--- config.mk ---
export PLATFORM = sky130hd
export DESIGN_NAME = lsu_bridge_flat
export DESIGN_NICKNAME = d
export VERILOG_FILES = /design/src/rtl/lsu_bridge_if.sv /design/src/rtl/lsu_bridge.sv /design/src/flat_wrapper.sv
export SDC_FILE = /design/constraint.sdc
export NUM_CORES = 1
export LEC_CHECK = 0
export ABC_AREA = 1
export CAP_MARGIN = 20
export CORE_AREA = 5 5 112 114
export CTS_CLUSTER_DIAMETER = 50
export CTS_CLUSTER_SIZE = 20
export DETAILED_ROUTE_END_ITERATION = 12
export DIE_AREA = 0 0 117 119
export PLACE_DENSITY = 0.74
export SKIP_CTS_REPAIR_TIMING = 1
export SLEW_MARGIN = 20
export SYNTH_ARGS = -nofsm -noshare
export SYNTH_HDL_FRONTEND = slang
export SYNTH_SLANG_ARGS = --single-unit
--- constraint.sdc ---
create_clock -name clk -period 2.68 [get_ports clk]
set_input_delay 0.536 -clock clk [delete_from_list [all_inputs] [get_ports clk]]
set_output_delay 0.536 -clock clk [all_outputs]
set_load 0.005 [all_outputs]
--- src/rtl/lsu_bridge_if.sv ---
// Data-memory bus between the load/store bridge (master) and the memory (slave).
// Synchronous req/gnt request phase, followed by an rvalid read-return phase.
interface lsu_bridge_if #(
  parameter int ADDR_W = 12
);
  logic              o_mem_req;
  logic              i_mem_gnt;
  logic              o_mem_we;
  logic [ADDR_W-3:0] o_mem_addr;
  logic [3:0]        o_mem_be;
  logic [31:0]       o_mem_wdata;
  logic              i_mem_rvalid;
  logic [31:0]       i_mem_rdata;

  modport master (
    output o_mem_req, o_mem_we, o_mem_addr, o_mem_be, o_mem_wdata,
    input  i_mem_gnt, i_mem_rvalid, i_mem_rdata
  );

  modport slave (
    input  o_mem_req, o_mem_we, o_mem_addr, o_mem_be, o_mem_wdata,
    output i_mem_gnt, i_mem_rvalid, i_mem_rdata
  );
endinterface

--- src/rtl/lsu_bridge.sv ---
// Load/store unit between a single-cycle RV32I core and a req/gnt/rvalid data
// memory: aligns stores, extends loads, stalls the core until each access ends.
module lsu_bridge #(
  parameter int ADDR_W  = 12,
  parameter int TIMEOUT = 16
) (
  input  logic              clk,
  input  logic              reset,
  input  logic [ADDR_W-1:0] i_addr,
  input  logic [31:0]       i_wdata,
  input  logic              i_ld,
  input  logic              i_sw,
  input  logic [2:0]        i_funct3,
  output logic [31:0]       o_rdata,
  output logic              o_stall,
  output logic              o_fault,
  output logic              o_err,
  lsu_bridge_if.master      mem
);
  localparam int CNT_W = $clog2(TIMEOUT + 1);

  typedef enum logic [1:0] {IDLE, REQ, WAIT_R, DONE} state_e;

  state_e            state_q, state_d;
  logic [ADDR_W-3:0] addr_q, addr_d;
  logic              we_q, we_d;
  logic [3:0]        be_q, be_d;
  logic [31:0]       wdata_q, wdata_d;
  logic [2:0]        f3_q, f3_d;
  logic [1:0]        off_q, off_d;
  logic [CNT_W-1:0]  cnt_q, cnt_d;
  logic [31:0]       rdata_q, rdata_d;
  logic              err_q, err_d;
  logic              access, bad;

  function automatic logic f3_legal(input logic is_load, input logic [2:0] f3);
    logic ok;
    case (f3)
      3'b000, 3'b001, 3'b010: ok = 1'b1;
      3'b100, 3'b101:         ok = is_load;
      default:                ok = 1'b0;
    endcase
    return ok;
  endfunction

  function automatic logic misaligned(input logic [2:0] f3, input logic [1:0] off);
    return ((f3[1:0] == 2'b01) && off[0]) || ((f3[1:0] == 2'b10) && (off != 2'b00));
  endfunction

  function automatic logic [3:0] calc_be(input logic [2:0] f3, input logic [1:0] off);
    logic [3:0] be;
    case (f3[1:0])
      2'b00:   be = 4'b0001 << off;
      2'b01:   be = off[1] ? 4'b1100 : 4'b0011;
      default: be = 4'b1111;
    endcase
    return be;
  endfunction

  function automatic logic [31:0] lane_wdata(input logic [2:0] f3, input logic [31:0] wd);
    logic [31:0] r;
    case (f3[1:0])
      2'b00:   r = {4{wd[7:0]}};
      2'b01:   r = {2{wd[15:0]}};
      default: r = wd;
    endcase
    return r;
  endfunction

  function automatic logic [31:0] extract(input logic [2:0] f3, input logic [1:0] off,
                                          input logic [31:0] w);
    logic [7:0]  b;
    logic [15:0] h;
    logic [31:0] r;
    b = w[{off, 3'b000} +: 8];
    h = off[1] ? w[31:16] : w[15:0];
    case (f3)
      3'b000:  r = {{24{b[7]}}, b};
      3'b001:  r = {{16{h[15]}}, h};
      3'b100:  r = {24'b0, b};
      3'b101:  r = {16'b0, h};
      default: r = w;
    endcase
    return r;
  endfunction

  // A simultaneous load and store strobe is treated as a load.
  always_comb begin
    access  = i_ld | i_sw;
    bad     = !f3_legal(i_ld, i_funct3) || misaligned(i_funct3, i_addr[1:0]);
    o_fault = access && (state_q == IDLE) && bad;
    o_stall = ((state_q == IDLE) && access && !bad) || (state_q == REQ) || (state_q == WAIT_R);
  end

  always_comb begin
    state_d = state_q;
    addr_d  = addr_q;
    we_d    = we_q;
    be_d    = be_q;
    wdata_d = wdata_q;
    f3_d    = f3_q;
    off_d   = off_q;
    cnt_d   = cnt_q;
    rdata_d = rdata_q;
    err_d   = 1'b0;
    case (state_q)
      IDLE: begin
        if (access && !bad) begin
          addr_d  = i_addr[ADDR_W-1:2];
          we_d    = !i_ld;
          be_d    = calc_be(i_funct3, i_addr[1:0]);
          wdata_d = lane_wdata(i_funct3, i_wdata);
          f3_d    = i_funct3;
          off_d   = i_addr[1:0];
          cnt_d   = '0;
          state_d = REQ;
        end
      end
      REQ: begin
        cnt_d = cnt_q + CNT_W'(1);
        if (mem.i_mem_gnt) begin
          state_d = we_q ? DONE : WAIT_R;
        end else if (cnt_q == CNT_W'(TIMEOUT - 1)) begin
          state_d = DONE;
          err_d   = 1'b1;
          if (!we_q) rdata_d = '0;
        end
      end
      WAIT_R: begin
        cnt_d = cnt_q + CNT_W'(1);
        if (mem.i_mem_rvalid) begin
          rdata_d = extract(f3_q, off_q, mem.i_mem_rdata);
          state_d = DONE;
        end else if (cnt_q == CNT_W'(TIMEOUT - 1)) begin
          rdata_d = '0;
          err_d   = 1'b1;
          state_d = DONE;
        end
      end
      default: state_d = IDLE;
    endcase
  end

  always_ff @(posedge clk or negedge reset) begin
    if (!reset) begin
      state_q <= IDLE;
      addr_q  <= '0;
      we_q    <= 1'b0;
      be_q    <= '0;
      wdata_q <= '0;
      f3_q    <= '0;
      off_q   <= '0;
      cnt_q   <= '0;
      rdata_q <= '0;
      err_q   <= 1'b0;
    end else begin
      state_q <= state_d;
      addr_q  <= addr_d;
      we_q    <= we_d;
      be_q    <= be_d;
      wdata_q <= wdata_d;
      f3_q    <= f3_d;
      off_q   <= off_d;
      cnt_q   <= cnt_d;
      rdata_q <= rdata_d;
      err_q   <= err_d;
    end
  end

  assign o_rdata         = rdata_q;
  assign o_err           = err_q;
  assign mem.o_mem_req   = (state_q == REQ);
  assign mem.o_mem_we    = we_q;
  assign mem.o_mem_addr  = addr_q;
  assign mem.o_mem_be    = be_q;
  assign mem.o_mem_wdata = wdata_q;
endmodule

--- src/flat_wrapper.sv ---
// flat-port wrapper written by rule: the top's interface ports become plain ports
module lsu_bridge_flat 
#(
  parameter int ADDR_W  = 12,
  parameter int TIMEOUT = 16
)
  (clk, reset, i_addr, i_wdata, i_ld, i_sw, i_funct3, o_rdata, o_stall, o_fault, o_err, mem_o_mem_req, mem_o_mem_we, mem_o_mem_addr, mem_o_mem_be, mem_o_mem_wdata, mem_i_mem_gnt, mem_i_mem_rvalid, mem_i_mem_rdata);
  lsu_bridge_if #(.ADDR_W(ADDR_W)) mem_i ();
  input  logic clk;
  input  logic reset;
  input  logic [ADDR_W-1:0] i_addr;
  input  logic [31:0] i_wdata;
  input  logic i_ld;
  input  logic i_sw;
  input  logic [2:0] i_funct3;
  output logic [31:0] o_rdata;
  output logic o_stall;
  output logic o_fault;
  output logic o_err;
  output wire logic [$bits(mem_i.o_mem_req)-1:0] mem_o_mem_req;
  output wire logic [$bits(mem_i.o_mem_we)-1:0] mem_o_mem_we;
  output wire logic [$bits(mem_i.o_mem_addr)-1:0] mem_o_mem_addr;
  output wire logic [$bits(mem_i.o_mem_be)-1:0] mem_o_mem_be;
  output wire logic [$bits(mem_i.o_mem_wdata)-1:0] mem_o_mem_wdata;
  input wire logic [$bits(mem_i.i_mem_gnt)-1:0] mem_i_mem_gnt;
  input wire logic [$bits(mem_i.i_mem_rvalid)-1:0] mem_i_mem_rvalid;
  input wire logic [$bits(mem_i.i_mem_rdata)-1:0] mem_i_mem_rdata;
  assign mem_o_mem_req = mem_i.o_mem_req;
  assign mem_o_mem_we = mem_i.o_mem_we;
  assign mem_o_mem_addr = mem_i.o_mem_addr;
  assign mem_o_mem_be = mem_i.o_mem_be;
  assign mem_o_mem_wdata = mem_i.o_mem_wdata;
  assign mem_i.i_mem_gnt = mem_i_mem_gnt;
  assign mem_i.i_mem_rvalid = mem_i_mem_rvalid;
  assign mem_i.i_mem_rdata = mem_i_mem_rdata;
  lsu_bridge #(.ADDR_W(ADDR_W), .TIMEOUT(TIMEOUT)) u_core (.clk(clk), .reset(reset), .i_addr(i_addr), .i_wdata(i_wdata), .i_ld(i_ld), .i_sw(i_sw), .i_funct3(i_funct3), .o_rdata(o_rdata), .o_stall(o_stall), .o_fault(o_fault), .o_err(o_err), .mem(mem_i));
endmodule
* Word-level counts from Yosys, hierarchy flattened
Index checks and enable logic that the tools add are counted.
** Cells by class
- Equal/unequal tests :: 17
- Reduce and logical (&&, ||, !) cells :: 26
- Bitwise operators :: 1
- Shift-type cells :: 2
- Add/sub/neg operators :: 1
- Mux-type cells :: 24
** Operators by type and width (number)
- $mux W32 :: 5
- $pmux W32 S2 :: 2
- $pmux W32 S4 :: 1
- $shiftx A32 B6 Y8 :: 1
- $mux W16 :: 1
- $eq A3 B3 Y1 const B :: 4
- $pmux W5 S2 :: 1
- $mux W2 :: 4
- $pmux W4 S2 :: 1
- $eq A3 B1 Y1 const B :: 2
- $logic_and A1 B1 Y1 :: 6
- $logic_not A3 Y1 :: 2
- $ne A2 B2 Y1 const B :: 3
- $pmux W2 S3 :: 1
- $reduce_bool A2 Y1 :: 3
- $add A5 B1 Y5 const B :: 1
- $eq A5 B4 Y1 const B :: 1
- $mux W5 :: 1
- $reduce_and A5 Y1 :: 1
- $eq A2 B1 Y1 const B :: 2
- $eq A2 B2 Y1 const B :: 2
- $logic_not A2 Y1 :: 2
- $logic_or A1 B1 Y1 :: 4
- $mux W1 :: 4
- other kinds (11) :: 16
** Storage, ports and cells
- Output and inout bits :: 83
- Register bits :: 92
- Word-level logic and storage cells :: 81
- Input port bits :: 85

* Longest topological paths before layout
- Word-level depth :: 9
- Mapped depth :: 11
- Depth with buffers taken out :: 10

* Worst setup path after synthesis
Ideal clock, no wire load.
- Path kind :: input port to output port
- From :: input i_funct3[0]
- To :: output o_stall
- Path slack :: 0.833 ns
- Path buffers :: 1
- Stages :: 6
- Arrival time :: 1.311 ns
- Data required time :: 2.144 ns
- Cell sequence :: inv_2 -> nand2_1 -> o21ai_2 -> nand3_4 -> buf_2 -> nand2_1
** On the way
- Cells in the longest elaborated chain, start to end :: 9
- Elaborated cells between the ends (all ways) :: 19
- Classes of those cells :: eq/ne (6); mux (1); reduce/logical (12)
** RTL lines
- from (decl) :: line flat_wrapper.sv:15 : input logic [2:0] i_funct3;
- $eq A3 B1 Y1 (tied with other cells) :: line lsu_bridge.sv:38 : case (f3)
- $reduce_or A3 Y1 / $reduce_or A2 Y1 (equally long branches) :: line lsu_bridge.sv:38
- $pmux W1 S2 :: line lsu_bridge.sv:38
- $logic_not A1 Y1 :: line lsu_bridge.sv:90 : bad = !f3_legal(i_ld, i_funct3) || misaligned(i_funct3, i_addr[1:0]);
- $logic_or A1 B1 Y1 (*) :: line lsu_bridge.sv:90
- $logic_not A1 Y1 (*) :: line lsu_bridge.sv:92 : o_stall = ((state_q == IDLE) && access && !bad) || (state_q == REQ) || (state_q == WAIT_R);
- $logic_and A1 B1 Y1 (*) :: line lsu_bridge.sv:92
- $logic_or A1 B1 Y1 (*) (2 in series) :: line lsu_bridge.sv:92
- to (decl) :: line flat_wrapper.sv:17 : output logic o_stall;
Every way passes the cells marked *; elsewhere a longest branch is shown, timed or not.

* Final worst setup path
- From :: input i_funct3[0]
- To :: output o_fault
** On the way
- Cells in the longest elaborated chain, start to end :: 6
- Elaborated cells between the ends (all ways) :: 16
- Classes of those cells :: eq/ne (6); mux (1); reduce/logical (9)
** RTL lines
- $eq A3 B1 Y1 (tied with other cells) :: line lsu_bridge.sv:38
- $reduce_or A3 Y1 / $reduce_or A2 Y1 (equally long branches) :: line lsu_bridge.sv:38
- $pmux W1 S2 :: line lsu_bridge.sv:38
- $logic_not A1 Y1 :: line lsu_bridge.sv:90
- $logic_or A1 B1 Y1 (*) :: line lsu_bridge.sv:90
- $logic_and A1 B1 Y1 (*) :: line lsu_bridge.sv:91 : o_fault = access && (state_q == IDLE) && bad;
- to (decl) :: line flat_wrapper.sv:18 : output logic o_fault;
Marked as above.

==> qor.csv <==
metric,value,unit
initial_core_util,41.1,%
first_pass_iters,5,
syn_inst,608,
hold_class,input pin to async pin,
avgSynthCellArea,7.65,sq um
synth_top_area_share,49.5,%
cts_root_buffer,clkbuf_16,
num_vias,4631,
gp_congestion,0.907,
antenna_found_initial,1,
final_cell_mix,"nand2_1, clkdlybuf4s50_1, dfrtp_1, nor2_1, o21ai_0",
holdWs,0.179,ns
synth_nets,699,
p_leak,0.00331,uW
grt_max_degree,91,
p_per_area,1030,nW/um^2
worst-setup-path-type,input pin to output pin,
finalHoldViolations,0,
gr-total-overflow,0,
port_buffers,167,
rsz0062_at_grt,false,
cts_sinks,92,
cts_made_buffers,9,
place_hpwl,10.4,mm
vias_per_cell,5.00,
final_cells,927,
dieArea,13900,sq um
crit_top_cell,clkdlybuf4s50_1,
nets,869,
max_freq,0.390,GHz
worstPathRequired,2.14,ns
grt_pass1_vias,4650,
drt-initial-drc-count,312,
wl,13.9,mm
dpl.cell_count,910,
routedWlPerCell,15.0,um
min_period_over_period,95.6,%
ioPinCount,168,
critPathBufInv,3,
endpoint_kind,output pin,
rrSetupSlack,0.36,ns
status,"finished, final reports clean",
crit_family,buffers and inverters,
worstMarginPinSlew,0.812,ns
grt.total_usage,20.2,%
final_common_cell,nand2_1,
layout-drive-gt1-share,7.54,%
crit_chain,clkdlybuf4s50_1 -> inv_2 -> nor2_4 -> nand2_1 -> a21boi_1 -> clkdlybuf4s50_1,
yosysWarnings,0,
fin_skew,0.00332,ns
critPathLaunchType,input pin,
drc,0,
max_stage_delay,0.53,ns
cap_violations,0,
period_minus_slack,2.56,ns
cp.arrival,2.03,ns
rr_worst_depth,11,
worstReg2RegEnd,u_core.mem.o_mem_addr[0],
ctsLongestPathBuffers,2,
cts_max_level,3,
synth_seq_cells,92,
drtAntennaViolNets,0,
syn_area,4650,sq um
area_growth,46.9,%
rows,39,
clkTransAtPathRegs,0.06,ns
cp_slowest_cell,clkdlybuf4s50_1,
die_x,117,um
ys_types,33,
setup_viol_count_final,0,
core,11300,sq um
grt_pass1_wl,22.6,mm
slew_headroom,45.8,%
r2r_start,u_core.state_q[1],
worst-path-max-fanout,4,
clock_latency,0.33,ns
yosysSeqAreaShare,49.5,%
die_h,119,um
drv_slew,0,
yosys.area.top_type,dfrtp_1,
synth.area.top_cells,"dfrtp_1, nand2_1, nor2_1, o21ai_0, o21ai_1",
cts_tree,done,
peakVddDrop,0.532,mV
==> report_power, final <==
group	switching, uW	internal (uW)	leakage, uW
registers	440	2020	0.00119
logic	1540	1700	0.00196
clock network	531	804	0.000155
==> metrics by stage <==
stage               util (%)  cell area [sq um]  worst slack, ns  total power [uW]   TNS, ns
floorplan                  -               4650            0.833              3970         0
CTS                     60.3               6830          -0.0369              7110   -0.0436
detailed placement      57.4               6500          -0.0232              5720   -0.0294
global route            60.4               6830           0.0247              7590         0
global placement        57.4               6500         -0.00526              5640  -0.00577
finish                  60.4               6830            0.118              7030         0
==> worst max-delay path by stage <==
stage,from,to,slack [ns],cells past startpoint
floorplan,i_funct3[0],o_stall,0.83,6
global placement,i_funct3[1],o_fault,-0.005,6
detailed placement,i_funct3[0],o_stall,-0.02,7
CTS,u_core.state_q[0],o_stall,-0.04,8
global route,u_core.state_q[0],o_fault,0.02,6
finish,i_funct3[0],o_fault,0.12,6
==> area by class of cell <==
class	count	area, sq um
Tap cell	143	179
Timing Repair Buffer	185	1820
Multi-Input combinational cell	451	2060
Inverter	39	146
Clock inverter	4	55.1
Fill cell	997	4490
Antenna cell	1	2.50
Clock buffer	12	267
Sequential cell	92	2300
==> routing by layer <==
metal,part of all wire [%],global-route usage [%],vias up
li1,-,-,2277
met1,41,25.8,2151
met2,47,32.0,185
met3,11,7.15,18
met4,1.5,6.67,0
met5,0,0,-
==> synthesized netlist by cell type (all sizes together) <==
| cell | count |
|---|---|
| nor3 | 2 |
| a21boi | 1 |
| nor2 | 65 |
| clkbuf | 5 |
| nand2 | 237 |
| buf | 21 |
| inv | 38 |
| dfrtp | 92 |
| o211ai | 15 |
| a211oi | 2 |
| clkinv | 1 |
| or2 | 7 |
| nor3b | 2 |
| xor2 | 1 |
| o21ai | 72 |
| ha | 6 |
| a21oi | 23 |
| o31ai | 1 |
| nand3 | 17 |
==> sequential cells by signal, summed over array words and instances (netlist names) <==
signal / flops
u_core.cnt_q: 5
u_core.o_rdata: 32
u_core.f3_q: 3
u_core.state_q: 2
u_core.mem.o_mem_we: 1
u_core.o_err: 1
u_core.mem.o_mem_addr: 10
u_core.off_q: 2
u_core.mem.o_mem_be: 4
u_core.mem.o_mem_wdata: 32
==> logic make-up (layout without fill, tap and decap cells) <==
logic type | count (synthesis) | in the layout | share of synthesized area, %
and+or+nand+nor | 330 | 330 | 28.7
AOI/OAI and AO/OA | 114 | 114 | 13.8
DFF | 92 | 92 | 49.5
buffers and inverters | 65 | 240 | 6.24
adders and majority gates | 6 | 6 | 1.61
xor gates and xnor gates | 1 | 1 | 0.188
other | 0 | 1 | 0
Power figures use the tool's default switching activity.
